$ cat config.mk
export PLATFORM = sky130hd
export DESIGN_NAME = sinc_decimator_param
export DESIGN_NICKNAME = d
export VERILOG_FILES = /design/src/rtl/sinc_decimator_pkg.sv /design/src/rtl/sinc_spi_tx.sv /design/src/rtl/sinc_decimator_param.sv
export SDC_FILE = /design/constraint.sdc
export NUM_CORES = 1
export LEC_CHECK = 0
export ABC_AREA = 1
export BUFFER_PORTS_ARGS = -buffer_cell sky130_fd_sc_hd__buf_2
export CAP_MARGIN = 20
export CORE_MARGIN = 2
export CORE_UTILIZATION = 30
export DETAILED_ROUTE_END_ITERATION = 12
export GPL_ROUTABILITY_DRIVEN = 0
export RECOVER_POWER = 100
export SYNTH_ARGS = -nofsm -noshare
export SYNTH_HDL_FRONTEND = slang
export SYNTH_SLANG_ARGS = --single-unit
export TNS_END_PERCENT = 100
$ cat constraint.sdc
create_clock -name clk -period 5.3 [get_ports clk]
set_input_delay 0.53 -clock clk [delete_from_list [all_inputs] [get_ports clk]]
set_output_delay 0.53 -clock clk [all_outputs]
set_load 0.005 [all_outputs]
$ cat src/rtl/sinc_decimator_pkg.sv
// Shared types and width/saturation helpers for the parametrised sinc decimator.
package sinc_decimator_pkg;

  typedef enum logic {
    MODE_INCR = 1'b0,
    MODE_CONT = 1'b1
  } mode_e;

  function automatic int acc_width(input int order, input int osr_log2);
    return order * osr_log2 + 1;
  endfunction

  function automatic int frame_len(input int order, input int osr_log2);
    return (1 << osr_log2) + order;
  endfunction

  // Callers truncate the 64-bit result to their own output width.
  function automatic logic [63:0] sat_shift(input logic [63:0] x, input int shift,
                                            input int width);
    logic [63:0] shifted;
    logic [63:0] max_v;
    shifted = x >> shift;
    max_v   = (64'd1 << width) - 64'd1;
    return (shifted > max_v) ? max_v : shifted;
  endfunction

endpackage

$ cat src/rtl/sinc_spi_tx.sv
// Serial readout: synchronises sclk/cs_n, snapshots the result on cs_n fall and shifts it out MSB first.
// Optional SINC_SERIAL_PARITY_EN appends an even-parity bit after the data bits.
module sinc_spi_tx #(
  parameter int DOUT_W = 12
) (
  input  logic              clk,
  input  logic              rst,
  input  logic              sclk_i,
  input  logic              cs_n_i,
  input  logic [DOUT_W-1:0] data_i,
  output logic              sdo_o
);

`ifdef SINC_SERIAL_PARITY_EN
  localparam int SR_W = DOUT_W + 1;
`else
  localparam int SR_W = DOUT_W;
`endif

  logic [1:0]      sclk_sync_q;
  logic [1:0]      cs_sync_q;
  logic            sclk_prev_q;
  logic            cs_prev_q;
  logic [SR_W-1:0] shift_q;
  logic [SR_W-1:0] shift_d;
  logic [SR_W-1:0] snapshot;
  logic            sdo_q;
  logic            sdo_d;
  logic            sclk_rise;
  logic            cs_fall;

`ifdef SINC_SERIAL_PARITY_EN
  assign snapshot = {data_i, ^data_i};
`else
  assign snapshot = data_i;
`endif

  assign sclk_rise = sclk_sync_q[1] & ~sclk_prev_q;
  assign cs_fall   = ~cs_sync_q[1] & cs_prev_q;

  // Zeros shift in behind the payload, so trailing bits read as 0 without a bit counter.
  always_comb begin
    shift_d = shift_q;
    if (cs_fall) begin
      shift_d = snapshot;
    end else if (sclk_rise && !cs_sync_q[1]) begin
      shift_d = {shift_q[SR_W-2:0], 1'b0};
    end
    sdo_d = ~cs_sync_q[1] & shift_d[SR_W-1];
  end

  always_ff @(posedge clk) begin
    if (rst) begin
      sclk_sync_q <= 2'b00;
      cs_sync_q   <= 2'b11;
      sclk_prev_q <= 1'b0;
      cs_prev_q   <= 1'b1;
      shift_q     <= '0;
      sdo_q       <= 1'b0;
    end else begin
      sclk_sync_q <= {sclk_sync_q[0], sclk_i};
      cs_sync_q   <= {cs_sync_q[0], cs_n_i};
      sclk_prev_q <= sclk_sync_q[1];
      cs_prev_q   <= cs_sync_q[1];
      shift_q     <= shift_d;
      sdo_q       <= sdo_d;
    end
  end

  assign sdo_o = sdo_q;

endmodule

$ cat src/rtl/sinc_decimator_param.sv
// sinc^ORDER decimator with incremental (integrate-and-dump) and continuous (CIC) modes plus serial readout.
// Build option SINC_SERIAL_PARITY_EN adds a parity bit to the serial stream (see sinc_spi_tx).
module sinc_decimator_param
  import sinc_decimator_pkg::*;
#(
  parameter int ORDER    = 3,
  parameter int OSR_LOG2 = 9,
  parameter int DOUT_W   = 12,
  parameter int SHIFT    = 15
) (
  input  logic              clk,
  input  logic              rst,
  input  logic              en,
  input  logic              mode,
  input  logic              data_in,
  output logic [DOUT_W-1:0] data_out,
  output logic              new_data,
  output logic              busy,
  input  logic              sclk,
  input  logic              cs_n,
  output logic              serial_data_out
);

  localparam int ACC_W = acc_width(ORDER, OSR_LOG2);
  localparam int N     = 1 << OSR_LOG2;
  localparam int F     = frame_len(ORDER, OSR_LOG2);
  localparam int CNT_W = $clog2(F);

  localparam logic [CNT_W-1:0] CNT_N         = CNT_W'(N);
  localparam logic [CNT_W-1:0] CNT_LAST_INCR = CNT_W'(F - 1);
  localparam logic [CNT_W-1:0] CNT_LAST_CONT = CNT_W'(N - 1);
  localparam logic [CNT_W-1:0] CNT_ONE       = CNT_W'(1);
  localparam logic [2:0]       SETTLE_DONE   = 3'(ORDER);

  logic [ACC_W-1:0]  int_q [ORDER];
  logic [ACC_W-1:0]  int_d [ORDER];
  logic [ACC_W-1:0]  dly_q [ORDER];
  logic [ACC_W-1:0]  dly_d [ORDER];
  logic [ACC_W-1:0]  stage;
  logic [CNT_W-1:0]  cnt_q, cnt_d;
  logic [2:0]        settle_q, settle_d;
  mode_e             mode_q, mode_d;
  logic [DOUT_W-1:0] dout_q, dout_d;
  logic              nd_q, nd_d;
  logic              busy_q;

  always_comb begin
    int_d    = int_q;
    dly_d    = dly_q;
    cnt_d    = cnt_q;
    settle_d = settle_q;
    mode_d   = mode_q;
    dout_d   = dout_q;
    nd_d     = 1'b0;
    stage    = '0;
    if (!en) begin
      for (int k = 0; k < ORDER; k++) begin
        int_d[k] = '0;
        dly_d[k] = '0;
      end
      cnt_d    = '0;
      settle_d = '0;
      mode_d   = mode_e'(mode);
    end else if (mode_q == MODE_INCR) begin
      if (cnt_q == CNT_LAST_INCR) begin
        dout_d = DOUT_W'(sat_shift(64'(int_q[ORDER-1]), SHIFT, DOUT_W));
        nd_d   = 1'b1;
        for (int k = 0; k < ORDER; k++) begin
          int_d[k] = '0;
          dly_d[k] = '0;
        end
        cnt_d    = '0;
        settle_d = '0;
        mode_d   = mode_e'(mode);
      end else begin
        // After N samples the first integrator freezes while the upper stages flush.
        if (cnt_q < CNT_N) int_d[0] = int_q[0] + ACC_W'(data_in);
        for (int k = 1; k < ORDER; k++) int_d[k] = int_q[k] + int_q[k-1];
        cnt_d = cnt_q + CNT_ONE;
      end
    end else begin
      int_d[0] = int_q[0] + ACC_W'(data_in);
      for (int k = 1; k < ORDER; k++) int_d[k] = int_q[k] + int_q[k-1];
      if (cnt_q == CNT_LAST_CONT) begin
        cnt_d = '0;
        stage = int_q[ORDER-1];
        for (int k = 0; k < ORDER; k++) begin
          dly_d[k] = stage;
          stage    = stage - dly_q[k];
        end
        // The first ORDER comb outputs still see the zeroed delay line.
        if (settle_q == SETTLE_DONE) begin
          dout_d = DOUT_W'(sat_shift(64'(stage), SHIFT, DOUT_W));
          nd_d   = 1'b1;
        end else begin
          settle_d = settle_q + 3'd1;
        end
        if (mode_e'(mode) != mode_q) begin
          mode_d = mode_e'(mode);
          for (int k = 0; k < ORDER; k++) begin
            int_d[k] = '0;
            dly_d[k] = '0;
          end
          settle_d = '0;
        end
      end else begin
        cnt_d = cnt_q + CNT_ONE;
      end
    end
  end

  always_ff @(posedge clk) begin
    if (rst) begin
      for (int k = 0; k < ORDER; k++) begin
        int_q[k] <= '0;
        dly_q[k] <= '0;
      end
      cnt_q    <= '0;
      settle_q <= '0;
      mode_q   <= mode_e'(mode);
      dout_q   <= '0;
      nd_q     <= 1'b0;
      busy_q   <= 1'b0;
    end else begin
      int_q    <= int_d;
      dly_q    <= dly_d;
      cnt_q    <= cnt_d;
      settle_q <= settle_d;
      mode_q   <= mode_d;
      dout_q   <= dout_d;
      nd_q     <= nd_d;
      busy_q   <= en;
    end
  end

  assign data_out = dout_q;
  assign new_data = nd_q;
  assign busy     = busy_q;

  sinc_spi_tx #(
    .DOUT_W(DOUT_W)
  ) u_spi_tx (
    .clk   (clk),
    .rst   (rst),
    .sclk_i(sclk),
    .cs_n_i(cs_n),
    .data_i(dout_q),
    .sdo_o (serial_data_out)
  );

endmodule

After elaboration in Yosys (flattened, before gate mapping)

Index checks and enable logic that the tools add are counted.

Register bits after elaboration: 215
Latch bits: 0
Memory bits (writable): 0
Memory bits (read-only): 0
Output and inout port bits: 15
Logic and storage cells: 87
Memories: 0

$add $sub $neg: 8
Multipliers: 0
Divide/modulo/power cells: 0
Order comparisons: 3
Equality and inequality tests: 7
Shift-type cells: 0
Muxes and demuxes: 35
Bitwise logic cells: 6
Reductions and logical operators: 9

Operators with widths:

| cell                  | number |
|---|---|
| $mux 84               | 8 |
| $mux 12               | 8 |
| $sub 28x28->28        | 3 |
| $add 28x28->28        | 2 |
| $mux 10               | 3 |
| $add 28x1->28         | 1 |
| $mux 28               | 1 |
| $gt 13x12->1 const B  | 2 |
| $mux 3                | 5 |
| $add 10x1->10 const B | 1 |
| $eq 10x10->1 const B  | 1 |
| $eq 10x9->1 const B   | 1 |
| $lt 10x10->1 const B  | 1 |
| $mux 1                | 10 |
| $ne 2x1->1 const B    | 2 |
| $reduce_and 4->1      | 1 |
| $reduce_bool 2->1     | 2 |
| $add 3x1->3 const B   | 1 |
| $and 1x1->1           | 3 |
| $eq 3x2->1 const B    | 1 |
| $ne 3x2->1 const B    | 1 |
| $not 1->1             | 3 |
| $reduce_and 3->1      | 1 |
| $reduce_bool 3->1     | 1 |
| 5 further kinds       | 5 |

Longest topological paths before layout

Gate-level depths: netlist (run 1).

Depth after elaboration: 8
Mapped depth: 37

Modules after synthesis

A second synthesis (run 1) with hierarchy kept.

Cells, all modules: 2034
Area, all modules: 14382.5 um2

Modules (own cells, without submodules):

| module               | times used | cells each | area an instance (um2) | sequential area each (um2) |
|---|---|---|---|---|
| sinc_decimator_param | 1          | 1902       | 13500.4                | 3923.8 |
| sinc_spi_tx          | 1          | 132        | 882.1                  | 380.4 |

Least setup slack after synthesis (run 1)

No wires, ideal clock.

Kind: reg2reg
Start: register int_q[0] (netlist bit)
End: register dout_q[10] (netlist: data_out[10])
Data arrival time: 4.846 ns
Path slack: 0.340 ns
Stages on the path, launching flop included: 37
Period minus slack after synthesis: 4.960 ns
Cell sequence: dfxtp_1 > inv_1 > ha_1 > inv_1 > fa_1 > nand3_1 > nand2_1 > a21oi_1 > o21bai_1 > xnor2_1 > inv_1 > ha_1 > nand2_1 > nand2_1 > a21boi_0 > nand3_1 > a21oi_1 > o21ai_2 > a21oi_1 > o21ai_1 > nand2_1 > nand3_1 > and2_1 > ha_1 > inv_1 > nor3_1 > and2_1 > nand2_1 > nand3_1 > a21oi_1 > o21bai_1 > inv_1 > nand2_2 > buf_6 > nand3_2 > nand2_2 > a21oi_2

Cells in the longest elaborated chain, start to end: 8

RTL lines:

| what                           | RTL line                    | RTL |
|---|---|---|
| start: declaration             | sinc_decimator_param.sv:35  | `logic [ACC_W-1:0] int_q [ORDER];` |
| start signal: assignment       | sinc_decimator_param.sv:125 | `int_q <= int_d;` |
| $sub 28x28->28 * (3 in series) | sinc_decimator_param.sv:89  | `stage = stage - dly_q[k];` |
| $gt 13x12->1                   | sinc_decimator_pkg.sv:24    | `return (shifted > max_v) ? max_v : shifted;` |
| $mux 12 *                      | sinc_decimator_pkg.sv:24    |  |
| $mux 12 *                      | sinc_decimator_param.sv:92  | `if (settle_q == SETTLE_DONE) begin` |
| $mux 12 *                      | sinc_decimator_param.sv:84  | `if (cnt_q == CNT_LAST_CONT) begin` |
| $mux 12 *                      | sinc_decimator_param.sv:64  | `end else if (mode_q == MODE_INCR) begin` |
| end signal: assignment         | sinc_decimator_param.sv:130 | `dout_q <= dout_d;` |
| end: declaration               | sinc_decimator_param.sv:43  | `logic [DOUT_W-1:0] dout_q, dout_d;` |

Every way passes the cells marked *; elsewhere a longest branch is shown, timed or not. The select of a mux whose other input is x is not followed.
A chain may end at the register's enable or synchronous reset.

Final worst setup path (run 1)

Start: register int_q[0] (netlist bit)
End: register dout_q[8] (netlist: data_out[8])

Same word-level chain as after synthesis.

==> results of run 1 <==
## cell usage after synthesis, types with 6 or more instances
library cell / count / share of area
o21a_1: 14 / 0.0073
dfxtp_1: 215 / 0.30
o31ai_1: 6 / 0.0031
nand2_2: 20 / 0.0087
xor2_1: 45 / 0.028
nand3_2: 18 / 0.013
a21o_1: 21 / 0.011
a21oi_1: 210 / 0.073
nor2_1: 132 / 0.035
buf_2: 14 / 0.0049
nand2_1: 355 / 0.093
o21ai_2: 6 / 0.0037
o21ai_1: 22 / 0.0077
a211oi_1: 7 / 0.0037
a221oi_1: 6 / 0.0037
o21bai_1: 15 / 0.0079
a31oi_1: 6 / 0.0026
o22ai_1: 17 / 0.0074
clkbuf_1: 14 / 0.0037
o211ai_1: 10 / 0.0052
nor3_1: 30 / 0.010
inv_1: 284 / 0.074
ha_1: 141 / 0.12
o21ai_0: 137 / 0.048
xnor2_1: 34 / 0.021
nand4_1: 31 / 0.014
nand3_1: 93 / 0.032
a21oi_2: 15 / 0.0092
inv_2: 7 / 0.0018
nor4_1: 8 / 0.0035
nor2_2: 7 / 0.0031
## path summary, 6_finish.rpt
kind / end / slack, ps
worst max register to register: data_out[8]$_SDFFE_PP0P_ / 180
worst max-delay path: data_out[8]$_SDFFE_PP0P_ / 180
worst min-delay path: u_spi_tx.cs_sync_q[0]$_SDFF_PP1_ / 170
worst min register to register: u_spi_tx.cs_sync_q[1]$_SDFF_PP1_ / 410
## cells by family after synthesis
group / synth area share
adders and majority gates: 0.129
and+or+nand+nor: 0.222
xor gates and xnor gates: 0.0483
buffers and inverters: 0.0931
AOI/OAI and AO/OA: 0.207
DFF: 0.301
## worst max-delay path, delay by kind of cell (launching register included)
kind	cells	cell delay, ps
and+or+nand+nor	8	840
adders and majority gates	4	1250
buffers and inverters	4	440
AOI/OAI and AO/OA	11	1660
xor gates and xnor gates	3	500
DFF	1	310
## final cells by class
class                      count  area (sq um)
clock buffer                  37           772
multi-input combinational   1450          9190
inverter                     294          1100
clock inverter                11           116
sequential                   215          4300
timing repair buffer          65           417
fill                        4970         30800
tap                          615           769
## stage by stage
step | power [mW] | utilization | TNS (ps) | hold WS [ps] | instance area [sq um]
6_report | 3.88 | 0.351 | 0 | 171 | 16700
5_1_grt | 4.03 | 0.351 | -826 | 177 | 16700
4_1_cts | 3.87 | 0.339 | 0 | 152 | 16100
3_5_place_dp | 2.00 | 0.320 | -1960 | 397 | 15200
3_3_place_gp | 2.00 | 0.320 | -333 | 389 | 15200
2_1_floorplan | 1.92 | - | 0 | 388 | 14300
## timing repair
action / 4_1_cts / 5_1_grt
resized for setup: 7 / 103
pin swaps: 0 / 46
setup buffers: 0 / 18
cloned: 0 / 2
setup endpoints to repair: 12 / 12
## flip-flops by register name, indices dropped and copies added (netlist names)
signal                flops
settle_q                  3
int_q                    84
u_spi_tx.shift_q         12
cnt_q                    10
u_spi_tx.sdo_o            1
u_spi_tx.cs_prev_q        1
u_spi_tx.sclk_prev_q      1
mode_q                    1
u_spi_tx.sclk_sync_q      2
u_spi_tx.cs_sync_q        2
new_data                  1
busy                      1
data_out                 12
dly_q                    84
## power by group
| part | internal, mW | total, mW | leakage, nW | switching [mW] |
|---|---|---|---|---|
| sequential | 1.62 | 1.63 | 1.73 | 0.00612 |
| clock | 1.11 | 1.84 | 0.448 | 0.737 |
| combinational | 0.147 | 0.411 | 5.26 | 0.263 |
## per-layer routing
layer	GRT usage	vias to the layer above
met1	0.187	6094
met4	0.0483	0
met5	0	-
li1	-	6851
met3	0.0164	75
met2	0.247	241
==> Implementation_results.wiki, run 1 <==
{| class="wikitable"
! Metric !! Value
|-
| Netlist cell types || 57
|-
| Startpoint-to-endpoint class of the critical path || flip-flop to flip-flop
|-
| Area of the die || 0.0495 sq mm
|-
| DIE WIDTH || 223 um
|-
| Final critical delay including setup and external delays || 5120 ps
|-
| Number of max-cap violations || 3
|-
| Setup skew after layout || 13.8 ps
|-
| Power Dens Cells || 233 mW/mm^2
|-
| Yosys reg bits || 215
|-
| Actual transition at the worst max-transition pin || 2030 ps
|-
| Input/output buffers || 21
|-
| TritonCTS clock tree || done
|-
| WL met3 || 1.26 mm
|-
| Failing checks || capacitance limit, slew limit
|-
| Clock edge transition at the registers on the reported setup and hold paths || 60 ps
|-
| Asr flop ratio synth || 0
|-
| Core Footprint || 0.0474 sq mm
|-
| NumNets Final || 2,204
|-
| Kind of capture point of the worst setup path || flip-flop
|-
| Post-placement setup slack || -221 ps
|-
| Insertion delay to the later sink of the worst-skew pair || 550 ps
|-
| Average detailed-routed wire length per instance || 13.9 um
|-
| Most frequent cells in the layout || nand2_1, inv_1, dfxtp_1
|-
| Max H-tree Level || 1
|-
| Reg2Reg Launch Point || int_q[0]$_SDFF_PP0_
|-
| Total instance count after detailed placement || 2,619
|-
| Number of endpoints failing setup at the final stage || 0
|-
| ANT cells || 0
|-
| Static leakage power || 7.45 nW
|-
| Top_reg_cell synth || dfxtp_1
|-
| Max Clk Rate || 0.195 GHz
|-
| Die Y-Extent || 223 um
|-
| Number of sinks driven by the clock tree || 215
|-
| DRT Pass-1 Iters || 5
|-
| Maximum fanout count along the critical path || 5
|-
| Origin of the worst setup path || int_q[0]$_SDFF_PP0_
|-
| Synthesized netlist cell count || 1,999
|-
| Synthesis-to-finish area growth || 16.4%
|-
| Count of hold buffers inserted by post-cts repair || 0
|-
| Initial core utilization || 0.302
|-
| Worst-case headroom to the max-slew limit || -0.351
|-
| Total number of placement rows || 80
|-
| Avg Synthesized Cell Area || 7.16 sq um
|-
| Worst endpoint required time || 5710 ps
|-
| Most common cell after layout, fill and taps aside || nand2_1
|-
| Worst-case reg-to-reg path depth || 30
|-
| Type of the tightest min-delay check || primary input to flip-flop
|-
| CTS max path bufs || 3
|-
| Combined area of all synthesized cells || 0.0143 sq mm
|-
| Worst hold stages || 2
|-
| Global-route wire length before repair || 60.2 mm
|-
| Worst IR Drop VDD || 0.000221 V
|-
| Sequential cell area fraction in the yosys report || 0.301
|-
| Critical path's most frequent cell || a21oi_2
|-
| Count of endpoints failing hold in the final timing report || 0
|-
| DRC marker count from the first detailed-route iteration || 716
|-
| Highest Signal Layer || met4
|-
| Boundary Pins || 22
|-
| Number of slew-limit violations in the final report || 126
|-
| Drt drc || 0
|-
| GRT Residual Overflow || 0
|-
| Share of post-route cells with drive strength above 1 || 0.127
|-
| Vias post-DR || 13,300
|-
| Inserted Clock Buffers || 26
|-
| Number of antenna violations at the first check in global routing || 0
|-
| Count of antenna-violating nets left after detailed routing || 0
|-
| Final instance count without filler cells || 2,687
|-
| Total Wirelength || 37.5 mm
|-
| Run status || complete, but fails checks
|-
| Max incr delay on CP || 380 ps
|-
| Library cell used as clock root buffer || clkbuf_16
|-
| Arr. time, crit path || 5530 ps
|-
| Number of flops mapped to enable cells by yosys || 0
|-
| Pin count of the biggest net entering global routing || 58
|-
| Final worst-path cycle share || 0.965
|-
| Startpoint of the most critical hold path || cs_n
|-
| Via count of the first global-routing pass || 12,700
|-
| Length of routed wiring on met1 || 17.9 mm
|-
| Detailed-placement wirelength estimate || 27.8 mm
|-
| Syn_nets || 2,151
|-
| Number of synthesis warnings || 0
|-
| Critical path's slowest cell || ha_2
|-
| Fin worst setup slack || 184 ps
|-
| Met2 WL post-DR || 17.1 mm
|-
| GR Util All Layers || 0.144
|-
| Via density per instance || 4.94
|-
| Startpoint Class || flip-flop
|}
No activity file was read; power rests on OpenSTA's default activity.
==> inputs of run 2 (changes only) <==
RECOVER_POWER = unset   (was 100)
clock period = 5.5 ns   (was 5.3 ns; I/O delays follow)
==> Implementation_results.wiki, run 2 (synthesized netlist as in run 1, its figures left out) <==
{| class="wikitable"
! Metric !! Value
|-
| Run status || finished clean
|-
| Post-route standard cell area excluding fillers || 0.0162 sq mm
|-
| Most frequent cells in the layout || nand2_1, inv_1, dfxtp_1
|-
| Buf+Inv Stages, Crit Path || 5
|-
| ANT cells || 0
|-
| Largest registers in the final layout || dly_q x84, int_q x84
|-
| Detailed-placement wirelength estimate || 27.4 mm
|-
| Crit Reg-Reg Endpoint || data_out[11]$_SDFFE_PP0P_
|-
| CTS max path bufs || 3
|-
| Core Footprint || 0.0474 sq mm
|-
| Vias post-DR || 13,000
|-
| Arr. time, crit path || 5650 ps
|-
| Global-route wire length before repair || 59.0 mm
|-
| Synthesis-to-finish area growth || 13.0%
|-
| Max incr delay on CP || 390 ps
|-
| Number of endpoints failing setup at the final stage || 0
|-
| Number of slew-limit violations in the final report || 0
|-
| Clock edge transition at the registers on the reported setup and hold paths || 60 ps
|-
| Count of antenna-violating nets left after detailed routing || 0
|-
| Die Y-Extent || 223 um
|-
| Library cell used as clock root buffer || clkbuf_16
|-
| Area of the die || 0.0495 sq mm
|-
| Power Dens Cells || 225 mW/mm^2
|-
| Reg2Reg Launch Point || int_q[0]$_SDFF_PP0_
|-
| Share of post-route cells with drive strength above 1 || 0.0969
|-
| Count of endpoints failing hold in the final timing report || 0
|-
| GRT Residual Overflow || 0
|-
| Final worst-path cycle share || 0.953
|-
| Total Wirelength || 36.4 mm
|-
| Slack of the worst reg-to-reg path || 260 ps
|-
| Via count of the first global-routing pass || 12,400
|-
| Actual transition at the worst max-transition pin || 851 ps
|-
| Worst IR Drop VDD || 0.000187 V
|-
| Boundary Pins || 22
|-
| Number of max-cap violations || 0
|-
| Worst hold stages || 2
|-
| Critical path's most frequent cell || nand2_1
|-
| Max H-tree Level || 1
|-
| Worst-case reg-to-reg path depth || 33
|-
| DRT Pass-1 Iters || 5
|-
| TritonCTS clock tree || done
|-
| Setup skew after layout || 18.0 ps
|-
| Summed negative setup slack over all endpoints || 0 ps
|-
| DRC marker count from the first detailed-route iteration || 767
|-
| Combined area of the multi-input logic cells || 0.00891 sq mm
|-
| GR Util All Layers || 0.142
|-
| Origin of the worst setup path || int_q[0]$_SDFF_PP0_
|-
| Kind of capture point of the worst setup path || flip-flop
|-
| Initial core utilization || 0.302
|-
| Worst endpoint required time || 5910 ps
|-
| DIE WIDTH || 223 um
|-
| Critical path's slowest cell || fa_1
|-
| Type of the tightest min-delay check || primary input to flip-flop
|-
| Most common cell after layout, fill and taps aside || nand2_1
|-
| Total number of placement rows || 80
|-
| Stages on worst setup path || 33
|-
| Inserted Clock Buffers || 26
|-
| Insertion delay to the later sink of the worst-skew pair || 540 ps
|-
| Dominant delay contributor by cell family on the critical path || simple AND/OR/NAND/NOR gates
|-
| Max Clk Rate || 0.191 GHz
|-
| Input/output buffers || 21
|-
| Destination of the critical timing path || data_out[11]$_SDFFE_PP0P_
|-
| Final critical delay including setup and external delays || 5240 ps
|-
| Pin count of the biggest net entering global routing || 54
|-
| Sequential cell area in the final layout || 0.00430 sq mm
|-
| PnR Total Power || 3.64 mW
|-
| Worst-case headroom to the max-slew limit || 0.432
|-
| Static leakage power || 7.27 nW
|-
| Number of antenna violations at the first check in global routing || 0
|-
| Maximum fanout count along the critical path || 6
|-
| Utilization of the core after routing || 0.341
|-
| Startpoint Class || flip-flop
|-
| Via density per instance || 4.90
|-
| Placed cell areas || 0.0150 sq mm
|-
| NumNets Final || 2,179
|-
| Startpoint-to-endpoint class of the critical path || flip-flop to flip-flop
|-
| Number of sinks driven by the clock tree || 215
|-
| Drt drc || 0
|-
| Average detailed-routed wire length per instance || 13.7 um
|-
| Number of fill cells in the layout || 4,958
|-
| Count of hold buffers inserted by post-cts repair || 0
|}
-- run 2: power by group --
| part | internal [mW] | switching, mW | leakage, nW |
|---|---|---|---|
| logic | 0.122 | 0.239 | 5.12 |
| registers | 1.56 | 0.00615 | 1.73 |
| clock network | 1.03 | 0.680 | 0.423 |
| total | 2.71 | 0.925 | 7.27 |
-- run 2: worst min-delay path by stage --
stage	slack (ps)	end	startpoint
floorplan	390	u_spi_tx.sclk_sync_q[1]$_SDFF_PP0_	u_spi_tx.sclk_sync_q[0]$_SDFF_PP0_
global placement	390	u_spi_tx.sclk_sync_q[1]$_SDFF_PP0_	u_spi_tx.sclk_sync_q[0]$_SDFF_PP0_
CTS	160	u_spi_tx.cs_sync_q[0]$_SDFF_PP1_	cs_n
global route	180	u_spi_tx.cs_sync_q[0]$_SDFF_PP1_	cs_n
detailed placement	400	u_spi_tx.sclk_sync_q[1]$_SDFF_PP0_	u_spi_tx.sclk_sync_q[0]$_SDFF_PP0_
finish	190	u_spi_tx.cs_sync_q[0]$_SDFF_PP1_	cs_n
-- run 2: worst reg2reg max path: cells and delay by family (launching register included) --
kind | cells | cell delay [ps]
adder cells (fa/ha/maj) | 4 | 1260
XOR/XNOR | 2 | 360
AO/OA/AOI/OAI | 9 | 1250
flip-flops | 1 | 320
AND/OR/NAND/NOR | 13 | 1460
buffers and inverters | 5 | 460
-- run 2: repair_timing --
item,4_1_cts,5_1_grt
endpoints found under the setup margin,12,12
gates resized for setup,3,41
endpoints found under the hold margin,0,0
pin swaps,0,18
buffers inserted,0,9
cloned,0,2
-- run 2: metal layers --
metal / up-vias / part of all wire / track usage
met5: - / 0 / 0
met4: 0 / 0.023 / 0.0375
met3: 54 / 0.035 / 0.0200
met2: 225 / 0.46 / 0.246
met1: 5942 / 0.48 / 0.183
li1: 6809 / - / -
-- run 2: final cells by class --
type,count,share of cell area
multi-input cells,1450,0.551
well taps,615,0.0476
flip-flops and latches,215,0.266
clock buffers,39,0.0489
clock inverters,6,0.00340
repair buffers,40,0.0153
inverters,294,0.0682
-- run 2: stage by stage --
stage	instances	hold slack [ps]	setup WS [ps]
4_1_cts	2648	162	1.89
5_1_grt	2659	181	-34.2
6_report	2659	192	258
2_1_floorplan	1999	388	540
3_3_place_gp	2603	394	7.97
3_5_place_dp	2603	398	-140
